<file path="src/rtl/accu_group.sv">
// Group accumulator: sums up to GROUP beats (or fewer when last_a closes early) into one result beat.
// One cycle from the completing beat to valid_b; input stalls only while a result waits for ready_b.
module accu_group #(
  parameter int DATA_W = 8,
  parameter int GROUP  = 4,
  parameter int OUT_W  = 10,
  parameter int SAT    = 0,
  localparam int CNT_W = $clog2(GROUP + 1)
) (
  input  logic              clk,
  input  logic              rst_n,
  input  logic [DATA_W-1:0] data_in,
  input  logic              valid_a,
  input  logic              last_a,
  output logic              ready_a,
  output logic              valid_b,
  input  logic              ready_b,
  output logic [OUT_W-1:0]  data_out,
  output logic [CNT_W-1:0]  count_b,
  output logic              ovf_b
);

  logic [OUT_W-1:0] sum;
  logic [CNT_W-1:0] cnt;
  logic             ovf;

  logic [OUT_W:0]   wide;
  logic [OUT_W-1:0] nxt;
  logic             ovf_nxt;
  logic             accept;
  logic             send;
  logic             done;

  assign ready_a = !valid_b || ready_b;
  assign accept  = valid_a && ready_a;
  assign send    = valid_b && ready_b;

  // Sticky ovf keeps a saturated sum pinned at all-ones until the group closes.
  assign wide    = {1'b0, sum} + (OUT_W+1)'(data_in);
  assign ovf_nxt = wide[OUT_W] || ovf;
  assign nxt     = ((SAT != 0) && ovf_nxt) ? {OUT_W{1'b1}} : wide[OUT_W-1:0];
  assign done    = accept && ((cnt == CNT_W'(GROUP - 1)) || last_a);

  always_ff @(posedge clk or negedge rst_n) begin
    if (!rst_n) begin
      sum      <= '0;
      cnt      <= '0;
      ovf      <= 1'b0;
      valid_b  <= 1'b0;
      data_out <= '0;
      count_b  <= '0;
      ovf_b    <= 1'b0;
    end else if (done) begin
      // A send in the same cycle is covered: the new result replaces the old one without a bubble.
      data_out <= nxt;
      count_b  <= cnt + CNT_W'(1);
      ovf_b    <= ovf_nxt;
      valid_b  <= 1'b1;
      sum      <= '0;
      cnt      <= '0;
      ovf      <= 1'b0;
    end else begin
      if (send) begin
        valid_b <= 1'b0;
      end
      if (accept) begin
        sum <= nxt;
        cnt <= cnt + CNT_W'(1);
        ovf <= ovf_nxt;
      end
    end
  end

endmodule

</file>
<file path="config.mk">
export PLATFORM = sky130hd
export DESIGN_NAME = accu_group
export DESIGN_NICKNAME = d
export VERILOG_FILES = /design/src/rtl/accu_group.sv
export SDC_FILE = /design/constraint.sdc
export NUM_CORES = 1
export LEC_CHECK = 0
export CAP_MARGIN = 20
export CORE_ASPECT_RATIO = 0.8
export CORE_MARGIN = 4
export CORE_UTILIZATION = 48
export CTS_BUF_LIST = sky130_fd_sc_hd__clkbuf_4
export DETAILED_ROUTE_END_ITERATION = 8
export GPL_TIMING_DRIVEN = 0
export PLACE_DENSITY = 0.74
export REMOVE_ABC_BUFFERS = 1
export SYNTH_ARGS = -nofsm -noshare
export SYNTH_HDL_FRONTEND = slang
export SYNTH_SLANG_ARGS = --single-unit
</file>
<file path="constraint.sdc">
create_clock -name clk -period 4.4 [get_ports clk]
set_input_delay 0.66 -clock clk [delete_from_list [all_inputs] [get_ports clk]]
set_output_delay 0.66 -clock clk [all_outputs]
set_load 0.01 [all_outputs]
</file>
Word level (Yosys, flattened, before mapping)
Cells that the tools add are included.
{ "op_classes": {"add_sub_neg": 2, "eq_ne": 1, "mux": 8, "n_reduce_logical": 9} }
{ "ops": {"columns": ["operator", "n"], "rows": [
  ["$mux 10", 2],
  ["$add 10x8->11", 1],
  ["$mux 3", 2],
  ["$mux 1", 4],
  ["$reduce_bool 2->1", 2],
  ["$add 3x1->3 const B", 1],
  ["$eq 3x2->1 const B", 1],
  ["$logic_and 1x1->1", 3],
  ["$logic_or 1x1->1", 3],
  ["$logic_not 1->1", 1]
]} }
{ "word_totals": {"reg_bits": 29, "inputBits": 13, "output_inout_bits": 16, "word_cells": 27} }

Depth between registers and ports, before layout
{ "logic_depth": {"ltp_word": 5, "depth_mapped": 7, "ltp_nobuf": 7} }

Worst setup path before layout
No wires, ideal clock.
{ "synth_timing": {"kind": "input -> register", "start": "input port data_in[0]", "end": "register ovf", "arrival_ps": 2105, "required_time_ps": 4317, "setup_slack_ps": 2212, "cell_stages": 7, "cell_sequence": "ha_1 inv_1 fa_1 nand2b_1 a211oi_1 o211ai_1 o21ai_0"} }
{ "synth_between": {"elab_chain_cells": 4} }
{ "synth_lines": {"columns": ["item", "line_no", "rtl"], "rows": [
  ["from (decl)", "12", "input logic [DATA_W-1:0] data_in,"],
  ["$add 10x8->11", "39", "assign wide = {1'b0, sum} + (OUT_W+1)'(data_in);"],
  ["$logic_or 1x1->1", "40", "assign ovf_nxt = wide[OUT_W] || ovf;"],
  ["$mux 1", "66", "if (accept) begin"],
  ["$mux 1", "53", "end else if (done) begin"],
  ["to (signal assigned)", "69", "ovf <= ovf_nxt;"],
  ["to (decl)", "25", "logic ovf;"]
]} }
No other way between the ends. The select of a mux whose other input is x is not followed.
A chain may end at the register's enable or synchronous reset.

Final worst setup path
{ "layout_timing": {"start": "input port ready_b", "end": "output port ready_a"} }
{ "layout_between": {"elab_chain_cells": 1} }
{ "layout_lines": {"columns": ["item", "line_no", "rtl"], "rows": [
  ["from (decl)", "17", "input logic ready_b,"],
  ["$logic_or 1x1->1", "34", "assign ready_a = !valid_b || ready_b;"],
  ["to (decl)", "15", "output logic ready_a,"]
]} }
No other way between the ends.

==> qor.log <==
[global_route] first-pass GRT wire length 5761 um
[detailed_routing] total wire length after detailed routing 3387 um
[power_and_ir_drop] clock network fraction of design power 0.146
[hold_path] number of instances on the worst hold path 2
[worst_setup_path] maximum net fanout on the critical path 5
[floorplan] number of core rows 18
[layout] leading cell type in the layout, fill and taps excluded dfrtp_1
[worst_setup_path] launching instance or port of the critical path ready_b
[global_route] vias in the first global route 1,215
[layout] ant diodes 0
[worst_setup_path] Critical Path Start Type primary input
[power_and_ir_drop] sequential share of power 0.389
[synthesis] Cell variety after synth 38
[sta] headroom to the max-slew limit 0.4181
[worst_setup_path] Reg2Reg Capture Point sum[9]
[hold_path] class of the most critical hold timing path reg -> reg
[layout] net count reported at finish 208
[placement] pre-CTS setup slack 1.394 ns
[detailed_routing] total DRC errors in the routed layout 0
[cts] post-CTS setup buffer count 0
[detailed_routing] count of routing violations after the opening detailed-route iteration 82
[cts] level count of the clock H-tree 2
[cts] sinks on the clock net 29
[sta] worst slack on hold paths 0.4846 ns
[layout] fraction of layout cells with a size suffix above 1 0.1033
[detailed_routing] average wire per cell in the routed design 15.12 um
[power_and_ir_drop] Switching Share 0.3586
[worst_setup_path] number of buffer and inverter stages on the critical path 3
[synthesis] Post-Syn Area per Cell 10.16 um2
[placement] Area after DPL 1882 um2
[synthesis] count of mapped cells out of synthesis 152
[sta] final worst slack 1.739 ns
[layout] highest-count cells in the layout ignoring fill and taps dfrtp_1, clkdlybuf4s50_1, nand2_1, o21ai_0, ha_1
[power_and_ir_drop] ratio of total power to cell area 541.7 nW/um2
[hold_path] Worst Hold End count_b[1]
[global_route] Total GRT Usage 0.1798
[power_and_ir_drop] switching component of the power 0.3751 mW
[power_and_ir_drop] power share of the combinational group 0.464
[placement] gpl congestion 0.7814
[synthesis] synthesized cell area 1544 um2
[floorplan] DIE AREA 4194 um2
[global_route] initial antenna violation count 0
[worst_setup_path] Critical Path AT 2.00 ns
[cts] hold-fix buffers at CTS 0
[detailed_routing] average via count per standard cell 5.567
[floorplan] number of I/O pins 29
[cts] Resized cells post-CTS 0
[cts] Max Root-Sink Buffers 2
[worst_setup_path] worst path cell trace clkdlybuf4s50_1, nor2b_1, inv_1, clkdlybuf4s50_1
[floorplan] Die Y 58.73 um
[power_and_ir_drop] cell leakage power 0.8738 nW
[worst_setup_path] reg2reg path depth 6
[global_route] GRT Residual Overflow 0
[hold_path] worst hold path startpoint count_b[1]
[cts] Clk Latency, worst-skew pair 0.34 ns
[placement] IO Port Bufs 28
[sta] Slew Viols, Final 0
[synthesis] Synth Warn # 0
[worst_setup_path] kind of cell with the highest combined delay on the critical path buffers and inverters
[detailed_routing] total vias in the final route 1,247
[sta] Tcrit/Tclk final 0.6049
[sta] final hold viol count 0
[power_and_ir_drop] P_int 0.6708 mW
[outcome] result of the run finished, final reports clean
[detailed_routing] number of antenna-violating nets in the routed design 0
[global_route] maximum number of pins on one net before global-route repair 19
[floorplan] starting density of the core 0.5004
[sta] post-route minimum period 2.661 ns
[worst_setup_path] CP max stage delay 0.51 ns
[cts] clock root cell clkbuf_4
[layout] count of filler cells inserted in the layout 255
[worst_setup_path] worst setup slack for register-to-register paths 2.16 ns
[detailed_routing] Pre-Repair DR Iteration Count 4
[floorplan] standard cell core area 3085 um2
[layout] post-route cell area 1931 um2
[sta] setup repair after global routing missed its margin no
[floorplan] Die X-Extent 71.41 um
[synthesis] number of storage elements in the synthesis netlist 29
[sta] FMAX 375.7 MHz
[layout] post-route insts no fill 224
[cts] number of buffers inserted during clock tree synthesis 5
[worst_setup_path] Crit Path Category in -> out
[placement] count of placed standard cells including taps 217
[worst_setup_path] CP required 3.74 ns
[worst_setup_path] endpoint class of the critical path primary output
[cts] clock tree from TritonCTS built
[synthesis] sequential share of the synthesized area 0.4700
[placement] hpwl dp 2452 um
[power_and_ir_drop] maximum VDD drop 0.3248 mV
[cts] clock-pin slew on the worst setup and hold paths 0.08 ns
[worst_setup_path] CP most frequent cell clkdlybuf4s50_1
[sta] Setup Viol. Count Final 0
[worst_setup_path] cell type of the slowest stage on the worst timing path clkdlybuf4s50_1
[run] max-cap viol count 0
[sta] setup_tns 0 ns
[worst_setup_path] RR Startpoint cnt[0]
[sta] actual slew at the worst max-slew pin 0.8682 ns
[layout] P&R area growth vs syn 25.04%
[sta] clock skew after layout 0.008824 ns
-- per-stage QoR --
stage	util	total power, mW
6_report	0.6257	1.046
5_1_grt	0.6257	1.130
4_1_cts	0.6257	1.054
3_5_place_dp	0.6099	0.8979
3_3_place_gp	0.5994	0.8755
2_1_floorplan	-	0.7039
-- worst register-to-register path: stages (launching register included) --
cell and delay [ns]:
dfrtp_1 0.41, ha_1 0.22, ha_1 0.19, or2_2 0.32
nor3_2 0.59, o21ai_0 0.20, a22oi_1 0.22
-- per-layer routing --
layer	vias up	wire (um)	global-route usage
li1	615	-	-
met5	-	0	0
met4	0	34	0.07239
met1	593	1585	0.2393
met3	6	238	0.05631
met2	33	1529	0.2749
-- cell type report --
cell class | instances | area [um2] | area share
clock buffer | 6 | 45.04 | 0.02333
clock inverter | 1 | 3.754 | 0.001944
inverter | 8 | 30.03 | 0.01555
multi-input combinational | 111 | 768.2 | 0.3979
sequential | 29 | 725.7 | 0.3759
tap | 40 | 50.05 | 0.02592
timing repair buffer | 29 | 307.8 | 0.1594
-- cell families (layout without fill, tap and decap cells) --
family,count (synthesis),count (layout),share of synthesized area
adders and majority gates,11,11,0.09400
buffers and inverters,12,44,0.03565
and+or+nand+nor,49,49,0.1556
AOI/OAI and AO/OA,44,44,0.2002
muxes,3,3,0.02188
xor gates and xnor gates,4,4,0.02269
DFF,29,29,0.4700
-- how the worst max path moves through the flow --
stage	cells past startpoint	end	slack, ns
detailed placement	8	ovf	1.39
global route	8	ovf	1.53
CTS	8	ovf	1.73
finish	4	ready_a	1.74
global placement	4	data_out[3]	1.38
floorplan	7	ovf	2.21
-- flip-flops by register name (all words and copies together) (netlist names) --
name / flops
ovf_b: 1
count_b: 3
ovf: 1
sum: 10
cnt: 3
valid_b: 1
data_out: 10
-- synth_stat cells, drive strengths merged --
master,number,share of area
a211oi,4,0.019
a21bo,1,0.0065
a21o,4,0.020
a21oi,5,0.016
a22o,6,0.034
a22oi,1,0.0049
a31o,3,0.017
a32o,2,0.013
and2,2,0.0081
buf,2,0.011
clkbuf,2,0.0057
dfrtp,29,0.47
fa,1,0.013
ha,10,0.081
inv,8,0.019
mux2,3,0.022
nand2,22,0.053
nand2b,1,0.0041
nand3,6,0.023
nand4,2,0.0081
nor2,6,0.015
nor2b,1,0.0041
nor3,3,0.013
o211ai,6,0.029
o21ai,11,0.036
o22ai,1,0.0041
or2,1,0.0041
or3,2,0.0089
or4,3,0.015
xnor2,2,0.011
xor2,2,0.011
-- power by group through the flow --
stage / Clock (mW) / Sequential (mW) / Combinational, mW
final: 0.153 / 0.407 / 0.486
after global routing: 0.170 / 0.420 / 0.540
after CTS: 0.158 / 0.407 / 0.489
after detailed placement: 0 / 0.413 / 0.485
after global placement: 0 / 0.408 / 0.467
after floorplan: 0 / 0.432 / 0.272
No activity file was read; power rests on OpenSTA's default activity.
